===== config.mk =====
export PLATFORM = sky130hd
export DESIGN_NAME = menu_select
export DESIGN_NICKNAME = d
export VERILOG_FILES = /design/src/rtl/menu_pkg.sv /design/src/rtl/frame_tick_detect.sv /design/src/rtl/menu_select.sv
export SDC_FILE = /design/constraint.sdc
export NUM_CORES = 1
export LEC_CHECK = 0
export ABC_AREA = 1
export CAP_MARGIN = 15
export CORE_ASPECT_RATIO = 0.6
export CORE_MARGIN = 2
export CORE_UTILIZATION = 45
export CTS_CLUSTER_SIZE = 28
export DETAILED_ROUTE_END_ITERATION = 8
export PLACE_DENSITY = 0.77
export REMOVE_ABC_BUFFERS = 1
export SETUP_SLACK_MARGIN = 0.15
export SYNTH_ARGS = -nofsm -noshare
export SYNTH_HDL_FRONTEND = slang
export SYNTH_HIERARCHICAL = 1
export SYNTH_SLANG_ARGS = --single-unit

===== constraint.sdc =====
create_clock -name Clk -period 2.57 [get_ports Clk]
set_input_delay 0.257 -clock Clk [delete_from_list [all_inputs] [get_ports Clk]]
set_output_delay 0.257 -clock Clk [all_outputs]
set_load 0.01 [all_outputs]

===== src/rtl/menu_pkg.sv =====
`default_nettype none
// ============================================================================
//  Module  : menu_pkg
//  Purpose : Shared types and constants for the keyboard-driven menu
//            controller: FSM state encoding, default HID usage codes and
//            the index-width helper used to size menu_num / game_mode.
//  Revision: 1.0 - initial release
// ============================================================================
package menu_pkg;

  typedef enum logic [1:0] {
    IDLE    = 2'd0,
    BROWSE  = 2'd1,
    LAUNCH  = 2'd2,
    PLAYING = 2'd3
  } menu_state_t;

  // USB HID keyboard usage codes
  localparam logic [7:0] KEY_UP_DEF    = 8'h52;
  localparam logic [7:0] KEY_DOWN_DEF  = 8'h51;
  localparam logic [7:0] KEY_ENTER_DEF = 8'h58;
  localparam logic [7:0] KEY_ESC_DEF   = 8'h29;

  // Width able to hold 0 (nothing highlighted) through n (last entry).
  function automatic int idx_width(input int n);
    return (n < 1) ? 1 : $clog2(n + 1);
  endfunction

endpackage
`default_nettype wire


===== src/rtl/frame_tick_detect.sv =====
`default_nettype none
// ============================================================================
//  Module  : frame_tick_detect
//  Purpose : Brings the asynchronous frame strobe into the clk domain and
//            produces a one-clock tick on each synchronised rising edge.
//            The tick is registered, so it appears 3 clocks after the
//            strobe rises.
//  Ports   : clk       - system clock
//            rst_n     - asynchronous active-low reset
//            level_in  - asynchronous frame strobe level
//            tick      - one-clock pulse per strobe rising edge
//  Revision: 1.0 - initial release
// ============================================================================
module frame_tick_detect (
  input  logic clk,
  input  logic rst_n,
  input  logic level_in,
  output logic tick
);

  logic sync_0;
  logic sync_1;
  logic sync_prev;

  always_ff @(posedge clk or negedge rst_n) begin
    if (!rst_n) begin
      sync_0    <= 1'b0;
      sync_1    <= 1'b0;
      sync_prev <= 1'b0;
      tick      <= 1'b0;
    end else begin
      sync_0    <= level_in;
      sync_1    <= sync_0;
      sync_prev <= sync_1;
      tick      <= sync_1 & ~sync_prev;
    end
  end

endmodule
`default_nettype wire


===== src/rtl/menu_select.sv =====
`default_nettype none
// ============================================================================
//  Module  : menu_select
//  Purpose : Keyboard-driven menu controller. Tracks the highlighted entry
//            among NUM_ITEMS options, positions the highlight box, pulses
//            start_game with the chosen mode on Enter, hides the menu while
//            playing and re-opens it on Escape. Keys are sampled once per
//            video frame, and only a change to a non-zero keycode acts.
//  Ports   : Clk          - 50 MHz system clock
//            Reset_n      - asynchronous active-low reset
//            frame_clk    - ~60 Hz frame strobe (asynchronous level)
//            keycode      - currently pressed key, 0 = none
//            menu_num     - 0 = nothing highlighted, k = entry k
//            menu_visible - 1 while the menu is drawn
//            start_game   - one-clock pulse on confirm
//            game_mode    - 0-based selected entry, held until next confirm
//            menuboxX/Y   - highlight box top-left corner
//  Revision: 1.0 - initial release
// ============================================================================
module menu_select
  import menu_pkg::*;
#(
  parameter int         NUM_ITEMS  = 2,
  parameter bit         WRAP       = 1'b1,
  parameter logic [9:0] BOX_X0     = 10'd220,
  parameter logic [9:0] BOX_Y0     = 10'd200,
  parameter logic [9:0] ITEM_PITCH = 10'd40,
  parameter logic [7:0] KEY_UP     = KEY_UP_DEF,
  parameter logic [7:0] KEY_DOWN   = KEY_DOWN_DEF,
  parameter logic [7:0] KEY_ENTER  = KEY_ENTER_DEF,
  parameter logic [7:0] KEY_ESC    = KEY_ESC_DEF,
  localparam int        IDX_W      = idx_width(NUM_ITEMS)
) (
  input  logic             Clk,
  input  logic             Reset_n,
  input  logic             frame_clk,
  input  logic [7:0]       keycode,
  output logic [IDX_W-1:0] menu_num,
  output logic             menu_visible,
  output logic             start_game,
  output logic [IDX_W-1:0] game_mode,
  output logic [9:0]       menuboxX,
  output logic [9:0]       menuboxY
);

  localparam logic [IDX_W-1:0] FIRST = IDX_W'(1);
  localparam logic [IDX_W-1:0] LAST  = IDX_W'(NUM_ITEMS);

  // Lowest entry must still fit on the 480-line screen.
  if (NUM_ITEMS < 1 ||
      int'(BOX_Y0) + (NUM_ITEMS - 1) * int'(ITEM_PITCH) > 479) begin : g_bad_geometry
    $error("menu_select: NUM_ITEMS/BOX_Y0/ITEM_PITCH place an entry off screen");
  end

  logic             tick;
  logic             press;
  logic [7:0]       key_prev;
  menu_state_t      state, state_d;
  logic [IDX_W-1:0] num_d;
  logic [IDX_W-1:0] mode_d;
  logic [9:0]       idx_off;

  frame_tick_detect u_tick (
    .clk      (Clk),
    .rst_n    (Reset_n),
    .level_in (frame_clk),
    .tick     (tick)
  );

  // A held key matches key_prev on later ticks, so it acts only once.
  assign press = tick && (keycode != key_prev) && (keycode != 8'h00);

  always_ff @(posedge Clk or negedge Reset_n) begin
    if (!Reset_n) begin
      state      <= IDLE;
      menu_num   <= '0;
      game_mode  <= '0;
      start_game <= 1'b0;
      key_prev   <= 8'h00;
    end else begin
      state      <= state_d;
      menu_num   <= num_d;
      game_mode  <= mode_d;
      start_game <= (state_d == LAUNCH);
      if (tick) begin
        key_prev <= keycode;
      end
    end
  end

  always_comb begin
    state_d = state;
    num_d   = menu_num;
    mode_d  = game_mode;
    case (state)
      IDLE: begin
        if (press && keycode == KEY_DOWN) begin
          num_d   = FIRST;
          state_d = BROWSE;
        end else if (press && keycode == KEY_UP) begin
          num_d   = LAST;
          state_d = BROWSE;
        end
      end
      BROWSE: begin
        if (press) begin
          if (keycode == KEY_DOWN) begin
            if (menu_num == LAST) begin
              num_d = WRAP ? FIRST : LAST;
            end else begin
              num_d = menu_num + IDX_W'(1);
            end
          end else if (keycode == KEY_UP) begin
            if (menu_num == FIRST) begin
              num_d = WRAP ? LAST : FIRST;
            end else begin
              num_d = menu_num - IDX_W'(1);
            end
          end else if (keycode == KEY_ENTER) begin
            // Capture the mode on entry so it is valid alongside start_game.
            mode_d  = menu_num - IDX_W'(1);
            state_d = LAUNCH;
          end else if (keycode == KEY_ESC) begin
            num_d   = '0;
            state_d = IDLE;
          end
        end
      end
      LAUNCH: begin
        state_d = PLAYING;
      end
      PLAYING: begin
        if (press && keycode == KEY_ESC) begin
          state_d = BROWSE;
        end
      end
      default: begin
        state_d = IDLE;
      end
    endcase
  end

  assign menu_visible = (state != PLAYING);

  always_comb begin
    menuboxX = 10'd0;
    menuboxY = 10'd0;
    idx_off  = 10'(menu_num) - 10'd1;
    if (menu_num != '0) begin
      menuboxX = BOX_X0;
      menuboxY = BOX_Y0 + idx_off * ITEM_PITCH;
    end
  end

endmodule
`default_nettype wire


# After elaboration in Yosys (flattened, before gate mapping)
# Index checks and enable logic that the tools add are counted.
# classes
add_sub_neg,4
multipliers,1
n_eq_ne,16
muxes,21
bitwise,4
n_reduce_logical,11
# op_table
op,n
2-to-1 mux 2 bit,17
equality test 8 x 7 -> 1 bit (second input constant),3
adder 8 x 10 -> 10 bit (first input constant),1
multiplier 10 x 3 -> 7 bit (second input constant),1
2-to-1 mux 10 bit,1
AND reduction 5 bit,2
equality test 2 bit (second input constant),4
equality test 8 x 6 -> 1 bit (second input constant),1
2-to-1 mux 8 bit,1
inequality test 4 bit (second input constant),2
inequality test 8 bit,1
one-hot mux 2 bit (4 select lines),1
nonzero test 8 bit,1
logical AND 1 bit,5
equality test 2 x 1 -> 1 bit (second input constant),2
inequality test 2 bit (second input constant),2
one-hot mux 2 bit (2 select lines),1
nonzero test 2 bit,2
inequality test 3 bit (second input constant),1
NOT 1 bit,3
subtractor 2 x 1 -> 3 bit (second input constant),1
adder 2 x 1 -> 2 bit (second input constant),1
zero test 2 bit,1
subtractor 2 x 1 -> 2 bit (second input constant),1
AND 1 bit,1
# word_totals
register_bits,19
in_bits,11
output_inout_bits,26

# Depth between registers and ports, before layout
# Gate-level depths: netlist (run 1).
# logic_depth
word_depth,8
ltp_mapped,11
mapped_depth_nobuf,11

# Cells and area by module
# The synthesis (run 1) kept the hierarchy.
# modules_own_cells
module,n_inst,cells_per_inst,area_each_um2,seq_area_each_um2
menu_select,1,165,1169.9,375.4
frame_tick_detect,1,6,110.1,100.1

# Worst setup path after synthesis (run 1)
# OpenSTA, ideal clock, no wires.
# synth_path
kind,register -> output
from,register menu_num[0]
to,output port menuboxY[4]
arrival_ps,1357
setup_slack_ps,956
path_stages_with_launch,6
path_buffers,0
path_cell_list,dfrtp_1 > inv_1 > ha_1 > inv_1 > o21ai_0 > a21oi_1
# synth_via
elab_chain_cells,4
elab_cells_between_ends,5
classes_between,add/sub (2); mul (1); mux (1); reduce/logical (1)
# synth_rtl
item,line,rtl
start: declaration,menu_select.sv:38,"output logic [IDX_W-1:0] menu_num,"
start signal: assignment,menu_select.sv:82,menu_num <= num_d;
subtractor 2 x 1 -> 3 bit,menu_select.sv:148,idx_off = 10'(menu_num) - 10'd1;
named net idx_off[0],menu_select.sv:61,logic [9:0] idx_off;
multiplier 10 x 3 -> 7 bit,menu_select.sv:151,menuboxY = BOX_Y0 + idx_off * ITEM_PITCH;
adder 8 x 10 -> 10 bit,menu_select.sv:151,
2-to-1 mux 10 bit,menu_select.sv:149,if (menu_num != '0) begin
end: declaration,menu_select.sv:43,output logic [9:0] menuboxY
# The timed path passes the listed nets, and every way through them passes these cells.

# Final worst setup path (run 1)
# Same ends and word-level chain as after synthesis.

==> metrics, run 1 <==
RSZ-0062 raised after global routing false; final worst setup slack between 300 and 400 ps; max-slew violation count 0; GR Overflow Total 0; total negative slack 0 ps; synthesized area per cell 7.49 sq um; Slew HR 42.1%; worst-path fanout max 8; Clock Pin Slew Worst Setup and Hold Paths approximately 80 ps; Post-DP Area approximately 1500 sq um; Int Power a little over 0.5 mW; final hold violations 0; Starting DRT DRC Count 64; max-cap violation count 0; vias in the first global route 1,060; FF-to-FF End menu_num[0]; IO Count 37; switching power around 0.23 mW; Critical Path Start Type register; P&R area growth vs syn 23.1%; Place WS ~500 ps; share of cells above drive strength 1 16.3%; R2R setup slack approximately 1200 ps; FF-to-FF path depth 6; sw frac a little under a third; Final Cycle Share approximately 87%; pwr/cell area approximately 480 nW/um^2; ANT cells 0; Peak VDD IR 0.000427 V; Netlist Area Pre-Place 1280 sq um; GP Congestion about 0.83; Hold WC Path Type reg -> reg; HP Start u_tick/sync_0; DRT met1 WL 1.29 mm; post-CTS setup buffer count 0; row count 14; CP Capture Type primary output; CP Data Arrival Time ~2000 ps; Num Clock Sinks 19; Synth Register Bits 19; Hold Path Sink u_tick/sync_1; largest net degree at the start of global routing 20; Crit Path Class reg -> out; worst hold slack between 300 and 400 ps; root buffer cell clkbuf_8; sequential element share of the synthesized area between 30% and 40%; sequential fraction of design power 45.8%; drt total wl approximately 2.7 mm; CTS Buf Count 3; Via-to-Cell Ratio 4.80; DR top layer met4; outcome completed; port bufs 28; Max Clk Rate about 0.45 GHz; placed wire-length estimate 2.14 mm; ranking of synthesized cells by area dfrtp_1 37%, nand2_1 15%, buf_4 7.6%; H-Tree Depth 1; post-synth top area cell dfrtp_1; core area about 2600 sq um; Worst-Skew Late Latency around 260 ps; CP Data Required Time about 2300 ps; static leakage 0.772 nW; Setup-failing EPs final 0; Period minus WS final 2240 ps; Worst-Margin Slew ~870 ps; skew final ~6 ps; nets@finish approximately 210; fill count ~220; Chip Height approximately 45 um; hold buffer count at CTS 0; drt wl/cell approximately 12 um; RR Startpoint u_tick/tick; die area 3300 sq um; Clock Tree Buf Depth 2; Yosys top cell area share between 30 and 40%; first-pass GRT wire length 4.49 mm; met2 wire len about 1.3 mm; Tot GR Track Use a little under a fifth; met3 wire len ~140 um; initial antenna violation count 0; die width about 73 um; Comb pwr share around a quarter; Distinct cells, synth 25; Mapped Cells approximately 170; clock share of power 28.9%; synth warn 6; post-layout instance area between 1500 and 2000 sq um; DR pass1 iterations 4; CTS tree built; Hold Crit Depth 0; DRC 0; Vias 1,094; Starting Density 49.0%; antenna viol nets, final 0
-- Yosys cell counts --
library cell	instances
nor2_4	1
o21ai_0	8
inv_2	7
nand2_4	2
clkbuf_1	1
nor3_2	2
a21oi_1	3
dfrtp_1	19
xnor2_1	3
nand3_1	7
o2bb2ai_1	1
ha_1	6
nand3_2	2
o21ai_1	1
buf_4	13
conb_1	1
nor2_1	13
nand2_1	50
mux2_2	1
nand4_1	1
inv_1	17
nand2_2	6
nor3_1	1
o21a_2	1
nor2_2	4
-- cells in the final DEF (no fill, tap or decap), drive strengths merged --
cell / instances
nand4: 1
inv: 24
o2bb2ai: 1
conb: 8
xnor2: 3
clkinvlp: 1
ha: 6
nand3: 9
nor2: 18
o21a: 1
nand2: 58
clkbuf: 3
o21ai: 9
mux2: 1
nor3: 3
dfrtp: 19
clkdlybuf4s50: 28
a21oi: 3
-- critical path, stage by stage (launching register included) --
cell	delay, ps
dfrtp_2	450
inv_2	140
ha_1	270
inv_1	100
o21ai_0	90
a21oi_1	120
clkdlybuf4s50_1	540
-- power by group through the flow --
stage,Combinational (mW),Sequential (mW),Clock [mW]
finish,0.190,0.343,0.216
detailed placement,0.188,0.349,0
global placement,0.180,0.346,0
CTS,0.190,0.343,0.221
floorplan,0.102,0.346,0
global route,0.210,0.347,0.225
-- stage by stage --
| step | utilization [%] | power [mW] | std cells |
|---|---|---|---|
| final | 60.4 | 0.749 | 228 |
| after global routing | 60.4 | 0.782 | 228 |
| after global placement | 58.4 | 0.526 | 224 |
| after floorplan | - | 0.448 | 164 |
| after detailed placement | 58.4 | 0.537 | 224 |
| after CTS | 60.3 | 0.753 | 228 |
-- kinds of logic (layout without fill, tap and decap cells) --
logic type | Yosys count | count (layout) | synth area share [%]
flops | 19 | 19 | 37.1
other cells | 1 | 8 | 0.293
compound gates | 14 | 14 | 6.06
simple gates | 89 | 89 | 32.7
buf+inv | 38 | 56 | 15.0
xor+xnor | 3 | 3 | 2.05
fa+ha+maj | 6 | 6 | 5.86
mux | 1 | 1 | 0.880
-- flip-flops by register name, indices dropped and copies added (netlist names) --
signal,cells
u_tick/sync_1,1
game_mode,2
key_prev,8
u_tick/sync_prev,1
u_tick/tick,1
start_game,1
u_tick/sync_0,1
menu_num,2
state,2
-- routing by layer --
layer / track usage, % / vias to the layer above
met5: 0 / -
met3: 4.91 / 6
met2: 30.2 / 37
met1: 23.0 / 499
li1: - / 552
met4: 5.93 / 0
-- repair_timing --
| item | 4_1_cts | 5_1_grt |
|---|---|---|
| gates resized for setup | 0 | 2 |
| endpoints found under the setup margin | 0 | 1 |
| hold endpoints to repair | 0 | 0 |
-- worst max-delay path by stage --
stage / startpoint / endpoint / slack (ps) / cells after the start
6_report: menu_num[0] / menuboxY[4] / 330 / 6
5_1_grt: menu_num[0] / menuboxY[4] / 200 / 6
4_1_cts: menu_num[0] / menuboxY[4] / 220 / 6
3_5_place_dp: menu_num[0] / menuboxY[4] / 520 / 6
3_3_place_gp: menu_num[0] / menuboxY[4] / 580 / 6
2_1_floorplan: menu_num[0] / menuboxY[4] / 770 / 5
-- layout make-up --
cell class	count	area [sq um]	share of cell area [%]
multi-input combinational	121	639	40.6
sequential	19	477	30.3
timing repair buffer	28	280	17.8
inverter	24	90.1	5.72
clock buffer	3	41.3	2.62
tap	32	40.0	2.54
clock inverter	1	7.51	0.477
(Power assumes the default switching activity.)
==> run 2, diff against run 1 <==
Settings changed: ABC_CLOCK_PERIOD_IN_PS set to 2570.
==> results of run 2 <==
Final layout, timing and power as in run 1 (identical DEF).
==> run 3, diff against run 2 <==
Settings changed: CORE_MARGIN 2 to unset.
==> metrics, run 3 (synthesis gave the netlist of run 1 again) <==
final hold violations 0; root buffer cell clkbuf_8; Place WS around 500 ps; GP Congestion around 0.76; WP buf/inv 3; initial antenna violation count 0; drt total wl between 2 and 3 mm; static leakage about 0.77 nW; RSZ-0062 raised after global routing false; total negative slack 0 ps; Max Clk Rate approximately 0.44 GHz; CP Launch Point menu_num[1]; ANT cells 0; post-CTS setup buffer count 0; core area about 2600 sq um; Comb pwr share between 20% and 30%; CP Data Required Time roughly 2300 ps; nets@finish 214; slowest stage delay, CP 550 ps; Starting DRT DRC Count 94; max-slew violation count 0; clock share of power roughly 29%; Int Power roughly 0.52 mW; register bank with the most flops key_prev; vias in the first global route ~1,000; DRC 4; Clock Pin Slew Worst Setup and Hold Paths about 80 ps; most frequent cells in the layout 50 x nand2_1, 28 x clkdlybuf4s50_1, 18 x dfrtp_1, 16 x inv_1, 13 x nor2_1; sw frac between 30% and 40%; pwr/cell area approximately 470 nW/um^2; commonest non-fill, non-tap cell in the layout nand2_1; Final Cycle Share 87.8%; Chip Height around 43 um; share of cells above drive strength 1 around 16%; CP Capture Type primary output; Clock Tree Buf Depth 2; switching power 0.231 mW; Tot GR Track Use approximately a fifth; Layout Utilization 60.9%; IO Count 37; max-cap violation count 0; Vias between 1,000 and 1,500; Starting Density about half; row count 14; worst hold slack about 370 ps; CP Data Arrival Time 2000 ps; worst-path fanout max 5; fill count approximately 230; Crit Path Class reg -> out; RR Startpoint u_tick/tick; outcome finished with violations; Most common cell on crit path inv_1; die width around 70 um; final worst setup slack ~310 ps; first-pass GRT wire length between 4 and 5 mm; CTS Buf Count 3; die area 3070 sq um; Via-to-Cell Ratio between 4 and 5; hold buffer count at CTS 0; critical path's slowest cell clkdlybuf4s50_1; Period minus WS final roughly 2300 ps; crit-path leading delay family buffers and inverters; HP Start u_tick/sync_0; PostCTS Resize Cnt 0; failing checks DRC; Peak VDD IR about 0.00033 V; antenna viol nets, final 0; Worst-Skew Late Latency 260 ps; GR Overflow Total 0; placed wire-length estimate around 2.1 mm; Critical Path Start Type register; Setup-failing EPs final 0; largest net degree at the start of global routing 20; Slew HR between 40% and 50%; Num Clock Sinks 19; Worst-Margin Slew roughly 850 ps; P&R area growth vs syn 23.3%; sequential fraction of design power a little under half; skew final about 5.3 ps; Hold WC Path Type reg -> reg; Critical Path, Cell by Cell inv_1 -> ha_1 -> inv_1 -> o21ai_0 -> a21oi_1 -> clkdlybuf4s50_1; R2R setup slack ~1200 ps; CTS tree built; H-Tree Depth 1; drt wl/cell ~12 um; max FFs per register 8; port bufs 28; DR pass1 iterations 6
==> run 3: cell count changes in the layout (fill, tap and decap cells not counted) <==
cell	delta
inv_2	-1
inv_4	+1
==> run 3: cell type report <==
| class | count | area, sq um | area share [%] |
|---|---|---|---|
| Multi-Input combinational cell | 121 | 639 | 40.5 |
| Timing Repair Buffer | 28 | 280 | 17.8 |
| Inverter | 24 | 92.6 | 5.87 |
| Clock inverter | 1 | 7.51 | 0.476 |
| Tap cell | 32 | 40.0 | 2.54 |
| Clock buffer | 3 | 41.3 | 2.62 |
| Sequential cell | 19 | 477 | 30.2 |
==> run 3: worst register-to-register path: cells and delay by family, from the launching register on <==
| kind | cells | cell delay, ps |
|---|---|---|
| flops | 1 | 630 |
| compound gates | 1 | 290 |
| buf+inv | 1 | 70 |
| simple gates | 4 | 330 |
==> run 3: layer usage <==
layer  global-route usage, %  vias to the layer above  part of all wire (%)
met5                       0                        -                     0
met3                    6.65                        4                   5.6
met2                    31.3                       29                    46
met1                    25.3                      507                    47
met4                    5.60                        0                   1.2
li1                        -                      550                     -
==> run 3: worst paths after layout <==
| kind | to | depth (start not counted) |
|---|---|---|
| min in group asynchronous | key_prev[3] | 1 |
| hold reg to reg | u_tick/sync_1 | 0 |
| max in group asynchronous | menu_num[0] | 1 |
| hold / removal | u_tick/sync_1 | 0 |
| setup reg to reg | menu_num[0] | 6 |
| setup / recovery | menuboxY[4] | 6 |
==> run 3: power by group through the flow <==
stage | Sequential [mW] | Clock, mW | Combinational (mW)
finish | 0.342 | 0.218 | 0.189
CTS | 0.342 | 0.225 | 0.190
detailed placement | 0.348 | 0 | 0.188
global placement | 0.346 | 0 | 0.179
floorplan | 0.346 | 0 | 0.102
global route | 0.346 | 0.236 | 0.209
==> run 3: metrics by stage <==
| stage | area [sq um] | instances | total power [mW] |
|---|---|---|---|
| floorplan | 1200 | 164 | 0.448 |
| global placement | 1530 | 224 | 0.526 |
| detailed placement | 1530 | 224 | 0.536 |
| CTS | 1570 | 228 | 0.757 |
| global route | 1580 | 228 | 0.791 |
| finish | 1580 | 228 | 0.749 |
